## src/rtl/alu_pkg.sv

```systemverilog
// alu_pkg: definitions shared by alu_seq and its multiplier.
//   - opcode constants OP_ADD..OP_SRA (13-15 are illegal)
//   - flag bit positions inside the packed flag register
//   - FSM state encoding
package alu_pkg;

  localparam logic [3:0] OP_ADD = 4'd0;
  localparam logic [3:0] OP_SUB = 4'd1;
  localparam logic [3:0] OP_AND = 4'd2;
  localparam logic [3:0] OP_OR  = 4'd3;
  localparam logic [3:0] OP_XOR = 4'd4;
  localparam logic [3:0] OP_NOT = 4'd5;
  localparam logic [3:0] OP_SHL = 4'd6;
  localparam logic [3:0] OP_SHR = 4'd7;
  localparam logic [3:0] OP_ADC = 4'd8;
  localparam logic [3:0] OP_SBB = 4'd9;
  localparam logic [3:0] OP_CMP = 4'd10;
  localparam logic [3:0] OP_MUL = 4'd11;
  localparam logic [3:0] OP_SRA = 4'd12;

  localparam int FLG_C = 0;
  localparam int FLG_Z = 1;
  localparam int FLG_V = 2;
  localparam int FLG_N = 3;

  typedef enum logic [1:0] {
    ST_IDLE = 2'd0,
    ST_BUSY = 2'd1,
    ST_HOLD = 2'd2
  } state_t;

endpackage

```

## src/rtl/alu_seq_mul.sv

```systemverilog
// alu_seq_mul: iterative shift-add multiplier, one multiplier bit per cycle.
// Ports:
//   clk, rst      clock, synchronous active-high reset (aborts a run)
//   start         load a/b and begin (ignored while a run is active)
//   a, b          multiplicand, multiplier
//   done          one-cycle pulse: product is complete
//   product       full 2*WIDTH-bit product (valid while done is high)
// Bit 0 of the multiplier is consumed on the start edge itself, so the last
// of the WIDTH partial products is added WIDTH-1 edges later and done is seen
// by the parent on the edge WIDTH cycles after start.
module alu_seq_mul #(
  parameter int WIDTH = 8
) (
  input  logic               clk,
  input  logic               rst,
  input  logic               start,
  input  logic [WIDTH-1:0]   a,
  input  logic [WIDTH-1:0]   b,
  output logic               done,
  output logic [2*WIDTH-1:0] product
);

  localparam int CW = $clog2(WIDTH);

  logic [2*WIDTH-1:0] acc_reg;
  logic [2*WIDTH-1:0] mcand_reg;
  logic [WIDTH-1:0]   mplier_reg;
  logic [CW-1:0]      cnt_reg;
  logic               busy_reg;
  logic               done_reg;

  always_ff @(posedge clk) begin
    if (rst) begin
      acc_reg    <= '0;
      mcand_reg  <= '0;
      mplier_reg <= '0;
      cnt_reg    <= '0;
      busy_reg   <= 1'b0;
      done_reg   <= 1'b0;
    end else begin
      done_reg <= 1'b0;
      if (start && !busy_reg) begin
        acc_reg    <= b[0] ? {{WIDTH{1'b0}}, a} : '0;
        mcand_reg  <= {{(WIDTH-1){1'b0}}, a, 1'b0};
        mplier_reg <= b >> 1;
        cnt_reg    <= CW'(WIDTH-1);
        busy_reg   <= 1'b1;
      end else if (busy_reg) begin
        if (mplier_reg[0]) begin
          acc_reg <= acc_reg + mcand_reg;
        end
        mcand_reg  <= mcand_reg << 1;
        mplier_reg <= mplier_reg >> 1;
        cnt_reg    <= cnt_reg - CW'(1);
        if (cnt_reg == CW'(1)) begin
          busy_reg <= 1'b0;
          done_reg <= 1'b1;
        end
      end
    end
  end

  assign done    = done_reg;
  assign product = acc_reg;

endmodule

```

## src/rtl/alu_seq.sv

```systemverilog
// alu_seq: registered ALU with valid/ready on both sides, C/Z/V/N flags,
// a carry register for ADC/SBB chaining, an iterative MUL and shifts.
// Ports:
//   clk, rst              clock, synchronous active-high reset
//   in_valid/in_ready     operand handshake (a, b, op)
//   out_valid/out_ready   result handshake (result, flags, err)
//   result                registered result
//   carry/zero/overflow/negative  registered flags
//   err                   result came from an illegal opcode
// The carry output register doubles as the chaining carry (Creg).
module alu_seq
  import alu_pkg::*;
#(
  parameter int WIDTH = 8,
  parameter int SHW   = $clog2(WIDTH)
) (
  input  logic             clk,
  input  logic             rst,
  input  logic             in_valid,
  output logic             in_ready,
  input  logic [WIDTH-1:0] a,
  input  logic [WIDTH-1:0] b,
  input  logic [3:0]       op,
  output logic             out_valid,
  input  logic             out_ready,
  output logic [WIDTH-1:0] result,
  output logic             carry,
  output logic             zero,
  output logic             overflow,
  output logic             negative,
  output logic             err
);

  state_t           state_reg, state_next;
  logic [WIDTH-1:0] result_reg;
  logic [3:0]       flags_reg, flags_next;
  logic             err_reg;

  logic             accept;
  logic             load;
  logic             mul_start, mul_done;
  logic [2*WIDTH-1:0] mul_product;

  // single-cycle datapath
  logic [SHW-1:0]   sh;
  logic             cin;
  logic [WIDTH:0]   sum_ext, diff_ext, shl_ext, shr_ext, sra_ext;
  logic             add_v, sub_v;
  logic [WIDTH-1:0] alu_res;
  logic             alu_c, alu_v, alu_err;

  // values loaded into the output registers
  logic [WIDTH-1:0] ld_res;
  logic             ld_c, ld_v, ld_err;

  assign in_ready  = (state_reg == ST_IDLE) | ((state_reg == ST_HOLD) & out_ready);
  assign accept    = in_valid & in_ready;
  assign out_valid = (state_reg == ST_HOLD);

  alu_seq_mul #(.WIDTH(WIDTH)) u_mul (
    .clk     (clk),
    .rst     (rst),
    .start   (mul_start),
    .a       (a),
    .b       (b),
    .done    (mul_done),
    .product (mul_product)
  );

  always_comb begin
    sh  = b[SHW-1:0];
    cin = ((op == OP_ADC) || (op == OP_SBB)) ? flags_reg[FLG_C] : 1'b0;
    sum_ext  = {1'b0, a} + {1'b0, b} + {{WIDTH{1'b0}}, cin};
    diff_ext = {1'b0, a} - {1'b0, b} - {{WIDTH{1'b0}}, cin};
    // An extra guard bit on the shifted-out side captures the last bit lost;
    // it stays 0 for a zero shift amount.
    shl_ext  = {1'b0, a} << sh;
    shr_ext  = {a, 1'b0} >> sh;
    sra_ext  = $signed({a, 1'b0}) >>> sh;
    add_v = (a[WIDTH-1] == b[WIDTH-1]) & (sum_ext[WIDTH-1]  != a[WIDTH-1]);
    sub_v = (a[WIDTH-1] != b[WIDTH-1]) & (diff_ext[WIDTH-1] != a[WIDTH-1]);

    alu_res = '0;
    alu_c   = 1'b0;
    alu_v   = 1'b0;
    alu_err = 1'b0;
    case (op)
      OP_ADD, OP_ADC: begin
        alu_res = sum_ext[WIDTH-1:0];
        alu_c   = sum_ext[WIDTH];
        alu_v   = add_v;
      end
      OP_SUB, OP_SBB: begin
        alu_res = diff_ext[WIDTH-1:0];
        alu_c   = diff_ext[WIDTH];
        alu_v   = sub_v;
      end
      OP_CMP: begin
        alu_res = a;
        alu_c   = diff_ext[WIDTH];
        alu_v   = sub_v;
      end
      OP_AND: alu_res = a & b;
      OP_OR:  alu_res = a | b;
      OP_XOR: alu_res = a ^ b;
      OP_NOT: alu_res = ~a;
      OP_SHL: begin
        alu_res = shl_ext[WIDTH-1:0];
        alu_c   = shl_ext[WIDTH];
      end
      OP_SHR: begin
        alu_res = shr_ext[WIDTH:1];
        alu_c   = shr_ext[0];
      end
      OP_SRA: begin
        alu_res = sra_ext[WIDTH:1];
        alu_c   = sra_ext[0];
      end
      OP_MUL: ;  // handled by the multiplier path
      default: alu_err = 1'b1;
    endcase
  end

  always_comb begin
    state_next = state_reg;
    load       = 1'b0;
    mul_start  = 1'b0;
    ld_res     = alu_res;
    ld_c       = alu_c;
    ld_v       = alu_v;
    ld_err     = alu_err;
    case (state_reg)
      ST_IDLE, ST_HOLD: begin
        if (accept) begin
          if (op == OP_MUL) begin
            mul_start  = 1'b1;
            state_next = ST_BUSY;
          end else begin
            load       = 1'b1;
            state_next = ST_HOLD;
          end
        end else if ((state_reg == ST_HOLD) && out_ready) begin
          state_next = ST_IDLE;
        end
      end
      ST_BUSY: begin
        if (mul_done) begin
          load       = 1'b1;
          ld_res     = mul_product[WIDTH-1:0];
          ld_c       = |mul_product[2*WIDTH-1:WIDTH];
          ld_v       = |mul_product[2*WIDTH-1:WIDTH];
          ld_err     = 1'b0;
          state_next = ST_HOLD;
        end
      end
      default: state_next = ST_IDLE;
    endcase

    flags_next        = '0;
    flags_next[FLG_C] = ld_c;
    flags_next[FLG_Z] = (ld_res == '0);
    flags_next[FLG_V] = ld_v;
    flags_next[FLG_N] = ld_res[WIDTH-1];
  end

  always_ff @(posedge clk) begin
    if (rst) begin
      state_reg  <= ST_IDLE;
      result_reg <= '0;
      flags_reg  <= '0;
      err_reg    <= 1'b0;
    end else begin
      state_reg <= state_next;
      if (load) begin
        result_reg <= ld_res;
        flags_reg  <= flags_next;
        err_reg    <= ld_err;
      end
    end
  end

  assign result   = result_reg;
  assign carry    = flags_reg[FLG_C];
  assign zero     = flags_reg[FLG_Z];
  assign overflow = flags_reg[FLG_V];
  assign negative = flags_reg[FLG_N];
  assign err      = err_reg;

endmodule
```

## config.mk

```make
export PLATFORM = sky130hd
export DESIGN_NAME = alu_seq
export DESIGN_NICKNAME = d
export VERILOG_FILES = /design/src/rtl/alu_pkg.sv /design/src/rtl/alu_seq_mul.sv /design/src/rtl/alu_seq.sv
export SDC_FILE = /design/constraint.sdc
export NUM_CORES = 1
export LEC_CHECK = 0
export BUFFER_PORTS_ARGS = -buffer_cell sky130_fd_sc_hd__buf_2
export CAP_MARGIN = 30
export CORE_ASPECT_RATIO = 0.7
export CORE_UTILIZATION = 35
export CTS_BUF_LIST = sky130_fd_sc_hd__clkbuf_4 sky130_fd_sc_hd__clkbuf_8
export DETAILED_ROUTE_END_ITERATION = 7
export HOLD_SLACK_MARGIN = 0.12
export PLACE_DENSITY = 0.59
export SLEW_MARGIN = 20
export SYNTH_ARGS = -nofsm -noshare
export SYNTH_HDL_FRONTEND = slang
export SYNTH_SLANG_ARGS = --single-unit
```

## constraint.sdc

```tcl
create_clock -name clk -period 6.2 [get_ports clk]
set_clock_uncertainty 0.2 [all_clocks]
set_input_delay 0.93 -clock clk [delete_from_list [all_inputs] [get_ports clk]]
set_output_delay 0.93 -clock clk [all_outputs]
set_load 0.01 [all_outputs]
```

==> results of run 1 <==
## final cells by class
class	count	area [um^2]
fillers	1527	8970
multi-input cells	542	3860
flip-flops and latches	57	1140
repair buffers	44	248
well taps	195	244
inverters	40	150
clock buffers	9	124
clock inverters	7	70.1
## worst reg2reg max path: stages, from the launching register on
cell and delay (ns):
dfxtp_1 0.40, nand4_1 0.18, fa_1 0.48, fa_1 0.41
or2_2 0.29, a21oi_1 0.22, o21ai_0 0.17, xor2_1 0.18
a2111oi_0 0.41, o21ai_0 0.19, nor2_1 0.14, a31o_1 0.15
## routing by layer
metal	global-route usage	up-vias	wire length [um]
li1	-	2529	-
met1	0.350	2516	8920
met2	0.295	245	6680
met3	0.0961	26	2120
met4	0.0685	0	298
met5	0	-	0
## cells by family after synthesis
| family | count (synthesis) | share of synthesized area |
|---|---|---|
| AOI/OAI and AO/OA | 193 | 0.242 |
| xor gates and xnor gates | 18 | 0.0294 |
| and+or+nand+nor | 246 | 0.233 |
| muxes | 33 | 0.0871 |
| adders and majority gates | 52 | 0.128 |
| DFF | 57 | 0.213 |
| buffers and inverters | 89 | 0.0670 |
## power breakdown
| group | internal, mW | switching (mW) |
|---|---|---|
| logic | 0.105 | 0.180 |
| clock network | 0.185 | 0.170 |
| registers | 0.375 | 0.00733 |
| total | 0.665 | 0.357 |
## cells in the mapped netlist, types with 5 or more instances
| library cell | n |
|---|---|
| clkbuf_1 | 30 |
| a31oi_1 | 6 |
| a21o_1 | 8 |
| a32oi_1 | 7 |
| mux2i_1 | 20 |
| o21ai_0 | 31 |
| nor3_1 | 18 |
| or3_1 | 5 |
| nor3b_1 | 17 |
| xnor2_1 | 11 |
| and3_1 | 6 |
| nand2b_1 | 8 |
| dfxtp_1 | 57 |
| nor4_1 | 7 |
| buf_1 | 6 |
| a211oi_1 | 12 |
| mux4_2 | 8 |
| and2_1 | 5 |
| fa_1 | 5 |
| a2111oi_0 | 6 |
| buf_2 | 11 |
| xor2_1 | 7 |
| ha_1 | 47 |
| nor2_1 | 77 |
| a21oi_1 | 64 |
| nor2b_1 | 8 |
| a211o_1 | 5 |
| o211ai_1 | 5 |
| inv_1 | 38 |
| o31ai_1 | 6 |
| nand3_1 | 18 |
| nand2_1 | 52 |
## worst max path at each step
stage               start           end  slack (ns)  cells after the start
floorplan           op[3]  flags_reg[1]        2.13                     13
global placement     b[0]  flags_reg[1]        1.69                     12
detailed placement   b[0]  flags_reg[1]        1.63                     12
CTS                  b[0]  flags_reg[1]        2.00                     12
global route         b[0]  flags_reg[1]        1.76                     12
finish               b[0]  flags_reg[1]        1.95                     12
## per-stage QoR
stage	cells	power, mW	area (um^2)
3_3_place_gp	877	0.665	5630
4_1_cts	893	1.02	5820
2_1_floorplan	688	0.578	5360
5_1_grt	894	1.07	5840
6_report	894	1.02	5840
3_5_place_dp	877	0.665	5630
==> impl_metrics.toml, run 1 <==
[layout]
diodes = 0
layout_common_cells = "77 x nor2_1, 64 x a21oi_1, 56 x dfxtp_1, 52 x nand2_1, 47 x ha_1"
largest_reg_flops = 16
finish.utilization = 0.394
drive_gt1_frac = 0.119
layout_commonest_cell = "nor2_1"
nNetsFinal = 770
areaGrowthSynthToFinish_pct = 9.01

[detailed_routing]
routedWlPerCell_um = 20.2
first_pass_iters = 5
ant_nets = 0
drc_errors = 0
drt_wl_total_um = 18000
via_per_inst = 5.95
vias = 5316
drt_iter0_drc = 594

[grt]
grt_first_pass_wirelength_um = 28000
overflow = 0
antenna_found_initial = 0
grt_pass1_vias = 4911
grt_use_total = 0.234
grt_max_degree = 65

[clocking]
post_cts_buffers = 0
cts_made_buffers = 9
cts_resized = 0
holdBufCountCts = 0
cts_tree = "yes"
clk_latency_ns = 0.36
cts_root_buf = "clkbuf_8"
clk_path_buf_depth = 2
path_clk_slew_ns = 0.08
htreeDepth = 3
clock_sinks = 57

[setup_path]
critPathMaxStageDelay_ns = 0.51
arrival_ns = 4.36
critical-path-slowest-cell = "fa_1"
reg2reg_slack_ns = 2.73
r2r-end = "flags_reg[1]"
start_kind = "primary input"
worstSetupPathType = "in -> reg"
setup.worst_path.end_class = "flop"
cp_data_required_time_ns = 6.31
cp_top_family = "compound AO/OA/AOI/OAI gates"
cp_num_buf_inv = 2
path_max_fanout = 27
r2r_cells = 11
timing.rr.start = "flags_reg[0]"
crit_path_cell_trace = "buf_2 -> inv_1 -> fa_1 -> fa_1 -> or2_2 -> a21oi_1 -> o21ai_0 -> xor2_1 -> a2111oi_0 -> o21ai_0 -> nor2_1 -> a31o_1"

[synthesis]
synthTopCellsByArea = "dfxtp_1 21%, ha_1 11%, a21oi_1 6.0%"
synth_top_area_cell = "dfxtp_1"
syn_area_mm2 = 0.00536
avgSynthCellArea_um2 = 7.79
yosys_most_used_dff = "dfxtp_1"
ys_warn_count = 0
netlist_instances = 688
synth_edf_count = 0
async_flop_share = 0
ys_ff_latch = 57
syn-num-nets = 764
yosysSeqAreaShare = 0.213
yosysUniqueCellTypes = 77
yosysTopAreaCellShare = 0.213

[timing]
slew_violations = 0
period_needed_ns = 4.25
whs_ns = 0.260
max_slew_margin = 0.378
hold_violations = 0
clock.fmax_mhz = 235
tightest_slew_ns = 0.930
rsz0062_at_grt = "no"
final.setup.tns_ns = 0
setup_violations = 0
setup_slack_ns = 1.95
fin_crit_sh = 0.686

[place]
hpwl_um = 13300
post-place-ws_ns = 1.63
io_buffer_count = 38
place.gp.congestion = 0.994

[die]
die_h_um = 106
initial_core_util = 0.362
ios = 39
num_rows = 37
dieArea_mm2 = 0.0158
die_w_um = 150
core-area_mm2 = 0.0148

[run_status]
status = "completed"

[worst_hold_path]
hp-start = "result[3]"
hold_class = "reg -> reg"
hold_end = "result[3]"
min_path_cells = 2

[flow_run]
drv_cap = 0

[power]
power.leakage_nw = 2.33
p_per_area_mw_per_mm2 = 175
peakVddDrop_uv = 105
No activity file was read; power rests on OpenSTA's default activity.
==> run 2: changes to the inputs <==
--- a/config.mk
+++ b/config.mk
@@ -12,7 +12,7 @@
 export CTS_BUF_LIST = sky130_fd_sc_hd__clkbuf_4 sky130_fd_sc_hd__clkbuf_8
 export DETAILED_ROUTE_END_ITERATION = 7
 export HOLD_SLACK_MARGIN = 0.12
-export PLACE_DENSITY = 0.59
+export PLACE_DENSITY = 0.61
 export SLEW_MARGIN = 20
 export SYNTH_ARGS = -nofsm -noshare
 export SYNTH_HDL_FRONTEND = slang
==> constraint.sdc (replaced) <==
create_clock -name clk -period 3.6 [get_ports clk]
set_clock_uncertainty 0.2 [all_clocks]
set_input_delay 0.54 -clock clk [delete_from_list [all_inputs] [get_ports clk]]
set_output_delay 0.54 -clock clk [all_outputs]
set_load 0.01 [all_outputs]
==> impl_metrics.toml, run 2 (synthesis results as in run 1) <==
[die]
ios = 39
initial_core_util = 0.362
core-area_mm2 = 0.0148
die_h_um = 106
dieArea_mm2 = 0.0158
die_w_um = 150
num_rows = 37

[layout]
design_area_mm2 = 0.00623
fill_cells = 1508
drive_gt1_frac = 0.173
ff_latch_area_mm2 = 0.00114
layout_common_cells = "77 x nor2_1, 64 x a21oi_1, 56 x dfxtp_1, 52 x nand2_1, 52 x buf_4"
nNetsFinal = 816
areaGrowthSynthToFinish_pct = 16.3
multi_input_area_mm2 = 0.00386
layout_commonest_cell = "nor2_1"
largest_reg_flops = 16
finish.utilization = 0.421

[setup_path]
r2r_cells = 12
timing.rr.start = "flags_reg[0]"
arrival_ns = 3.40
worstSetupStartpoint = "flags_reg[0]"
endpoint = "flags_reg[1]"
start_kind = "flop"
reg2reg_slack_ns = 0.24
cp_data_required_time_ns = 3.64
worstSetupPathType = "reg -> reg"
r2r-end = "flags_reg[1]"
path_max_fanout = 3
setup.worst_path.end_class = "flop"

[place]
hpwl_um = 13800
io_buffer_count = 38
placed_area_mm2 = 0.00598
place.gp.congestion = 0.992
post-place-ws_ns = -0.0367

[timing]
setup_slack_ns = 0.239
fin_crit_sh = 0.933
hold_violations = 0
slew_violations = 0
whs_ns = 0.257
clock.fmax_mhz = 298
period_needed_ns = 3.36
setup_violations = 0
rsz0062_at_grt = "no"
tightest_slew_ns = 0.926
max_slew_margin = 0.381

[power]
power.leakage_nw = 2.58
peakVddDrop_uv = 141
p_per_area_mw_per_mm2 = 316

[grt]
overflow = 0
grt_first_pass_wirelength_um = 27600
antenna_found_initial = 1
grt_pass1_vias = 4714
grt_max_degree = 56
grt_use_total = 0.233

[clocking]
clk_latency_ns = 0.34
post_cts_buffers = 0
clock_sinks = 57
cts_root_buf = "clkbuf_8"
clk_path_buf_depth = 2
path_clk_slew_ns = 0.07
holdBufCountCts = 0
htreeDepth = 3
cts_tree = "yes"
cts_made_buffers = 9
cts_resized = 0

[detailed_routing]
ant_nets = 0
via_per_inst = 5.69
drc_errors = 0
drt_wl_total_um = 18100
first_pass_iters = 8
routedWlPerCell_um = 19.2
vias = 5356
drt_iter0_drc = 646

[flow_run]
drv_cap = 0

[run_status]
status = "completed"

[worst_hold_path]
hold_class = "reg -> reg"
## run 2: how the worst min path moves through the flow
stage | start | to | slack, ns | depth (start not counted)
final | result[3] | result[3] | 0.26 | 2
after global routing | out_ready | state_reg[1] | 0.26 | 4
after CTS | out_ready | state_reg[1] | 0.26 | 4
after detailed placement | result[3] | result[3] | 0.25 | 2
after global placement | result[3] | result[3] | 0.24 | 2
after floorplan | u_mul.product[0] | u_mul.product[0] | 0.24 | 2
## run 2: area by class of cell
class,count,share of cell area
sequential,57,0.183
timing repair buffer,90,0.0932
tap,195,0.0392
antenna,1,0.000402
clock inverter,5,0.0165
inverter,40,0.0241
clock buffer,11,0.0233
multi-input combinational,542,0.620
## run 2: layer usage
layer	wire length, um	global-route usage	vias to the layer above
met5	0	0	-
met4	124	0.0346	0
met2	6340	0.273	258
li1	-	-	2632
met3	2390	0.115	20
met1	9200	0.365	2446
## run 2: through the flow
| step | cells | setup TNS (ns) | power (mW) |
|---|---|---|---|
| floorplan | 688 | 0 | 0.996 |
| global placement | 924 | 0 | 1.21 |
| detailed placement | 924 | -0.0622 | 1.20 |
| CTS | 940 | 0 | 1.96 |
| global route | 940 | 0 | 2.06 |
| finish | 941 | 0 | 1.97 |
## run 2: worst max-delay path, cell delays in order, from the launching register on
cell and delay, ns:
dfxtp_1 0.40, nand4_1 0.17, fa_1 0.45, fa_1 0.39
or2_2 0.29, a21oi_1 0.19, buf_4 0.14, xnor2_1 0.12
a22oi_1 0.11, a32oi_1 0.31, nor3b_2 0.08, and4b_1 0.21
a31o_1 0.19
## run 2: power breakdown
group          leakage [nW]  switching, mW  internal (mW)  total, mW
combinational          1.99          0.329          0.225      0.554
clock                 0.123          0.271          0.485      0.757
sequential            0.462         0.0116          0.647      0.658
total                  2.58          0.611           1.36       1.97
==> run 3: changes to the inputs <==
--- a/config.mk
+++ b/config.mk
@@ -8,11 +8,12 @@
 export BUFFER_PORTS_ARGS = -buffer_cell sky130_fd_sc_hd__buf_2
 export CAP_MARGIN = 30
 export CORE_ASPECT_RATIO = 0.7
-export CORE_UTILIZATION = 35
+export CORE_MARGIN = 8
+export CORE_UTILIZATION = 45
 export CTS_BUF_LIST = sky130_fd_sc_hd__clkbuf_4 sky130_fd_sc_hd__clkbuf_8
 export DETAILED_ROUTE_END_ITERATION = 7
 export HOLD_SLACK_MARGIN = 0.12
-export PLACE_DENSITY = 0.61
+export PLACE_DENSITY = 0.73
 export SLEW_MARGIN = 20
 export SYNTH_ARGS = -nofsm -noshare
 export SYNTH_HDL_FRONTEND = slang
==> impl_metrics.toml, run 3 (synthesis results as in run 1) <==
[layout]
largest_reg_flops = 16
nNetsFinal = 811
layout_commonest_cell = "nor2_1"
layout_common_cells = "77 x nor2_1, 64 x a21oi_1, 56 x dfxtp_1, 52 x nand2_1"
areaGrowthSynthToFinish_pct = 13.7
finish.utilization = 0.523
diodes = 0
fill_cells = 1140
design_area_mm2 = 0.00609
instances_no_fill = 897
drive_gt1_frac = 0.168

[power]
p_per_area_mw_per_mm2 = 296
swShare = 0.345
power_frac_seq = 0.364
total_power_mw = 1.81
pwr-share-comb = 0.301
switchingPower_mw = 0.623
internal_power_mw = 1.18
clockPowerShare = 0.335
peakVddDrop_uv = 149
power.leakage_nw = 2.52

[detailed_routing]
drt_wl_total_um = 18900
vias = 5624
drc_errors = 0
routedWlPerCell_um = 21.1
wl_met3_um = 2190
via_per_inst = 6.27
ant_nets = 0
dr_wl_met2_um = 7600
routed.top_layer = "met4"
wl_met1_um = 8870
drt_iter0_drc = 782
first_pass_iters = 5

[die]
initial_core_util = 0.460
dieArea_mm2 = 0.0157
die_w_um = 146
die_h_um = 107
num_rows = 33
core-area_mm2 = 0.0116
ios = 39

[setup_path]
crit_path_cell_trace = "nand4_1 -> fa_1 -> fa_1 -> or2_2 -> a21oi_1 -> buf_4 -> xnor2_1 -> a22oi_1 -> a32oi_1 -> nor3b_2 -> and4b_1 -> a31o_1"
arrival_ns = 3.44
worstSetupPathType = "reg -> reg"
cp_num_buf_inv = 1
cp_data_required_time_ns = 3.66
cp_top_family = "adder cells"
path_common_cell = "fa_1"
path_max_fanout = 3
setup.worst_path.end_class = "flop"
critical-path-slowest-cell = "fa_1"
start_kind = "flop"
critPathMaxStageDelay_ns = 0.46

[clocking]
clk_path_buf_depth = 2
post_cts_buffers = 0
htreeDepth = 3
clk_latency_ns = 0.36
clock_sinks = 57
path_clk_slew_ns = 0.07
cts_root_buf = "clkbuf_8"
cts_tree = "yes"
cts_made_buffers = 9

[timing]
hold_violations = 0
clock.fmax_mhz = 296
slew_violations = 0
rsz0062_at_grt = "no"
final.setup.tns_ns = 0
period_needed_ns = 3.38
tightest_slew_ns = 0.973
max_slew_margin = 0.350
setup_violations = 0
fin_crit_sh = 0.940

[grt]
grt_first_pass_wirelength_um = 29600
grt_use_total = 0.239
antenna_found_initial = 0
overflow = 0
grt_pass1_vias = 5241
grt_max_degree = 56

[place]
io_buffer_count = 38
placed_area_mm2 = 0.00590
place_inst = 881
place.gp.congestion = 1.01
hpwl_um = 14200

[worst_hold_path]
hold_class = "reg -> reg"

[run_status]
status = "completed"

[flow_run]
drv_cap = 0
## run 3: cell types whose count changed in the layout (fill, tap and decap cells not counted), sizes merged
cell,change
bufinv,-2
diode,-1
buf,-5
clkinv,+2
clkbuf,-2
clkinvlp,+2
## run 3: routing by layer
metal / up-vias / track usage
met3: 22 / 0.0710
met4: 0 / 0.0645
met5: - / 0
met1: 2684 / 0.346
met2: 297 / 0.333
li1: 2621 / -
## run 3: worst register-to-register path, cell delays in order (launching register included)
cell,delay (ns)
dfxtp_1,0.41
nand4_1,0.16
fa_1,0.46
fa_1,0.40
or2_2,0.29
a21oi_1,0.20
buf_4,0.14
xnor2_1,0.10
a22oi_1,0.10
a32oi_1,0.33
nor3b_2,0.09
and4b_1,0.21
a31o_1,0.20
## run 3: final timing paths
check	slack, ns	start	endpoint	depth (start not counted)
worst max register to register	0.22	flags_reg[0]	flags_reg[1]	12
worst min-delay path	0.25	result[4]	result[4]	2
worst min register to register	0.25	result[4]	result[4]	2
worst max-delay path	0.22	flags_reg[0]	flags_reg[1]	12
## run 3: power groups by stage
stage | sequential, mW | clock (mW) | combinational (mW)
after floorplan | 0.674 | 0 | 0.322
after global placement | 0.671 | 0 | 0.521
after detailed placement | 0.672 | 0 | 0.523
after CTS | 0.658 | 0.616 | 0.526
after global routing | 0.660 | 0.649 | 0.578
final | 0.658 | 0.605 | 0.543
## run 3: through the flow
step,setup slack (ns),hold WS (ns)
global route,0.0216,0.267
global placement,0.0598,0.238
CTS,0.254,0.259
floorplan,0.0259,0.237
finish,0.216,0.254
detailed placement,-0.0788,0.251
## run 3: layout make-up
class	instances	area (um^2)	share of cell area
clock buffer	9	124	0.0203
clock inverter	7	71.3	0.0117
inverter	40	150	0.0246
multi-input combinational	542	3860	0.634
sequential	57	1140	0.188
tap	157	196	0.0322
timing repair buffer	85	543	0.0891
## run 3: timing repair
| item | CTS | global route |
|---|---|---|
| hold endpoints to repair | 0 | 0 |
| hold buffers | 0 | 0 |
| resized for setup | 0 | 1 |
| setup endpoints to repair | 0 | 2 |
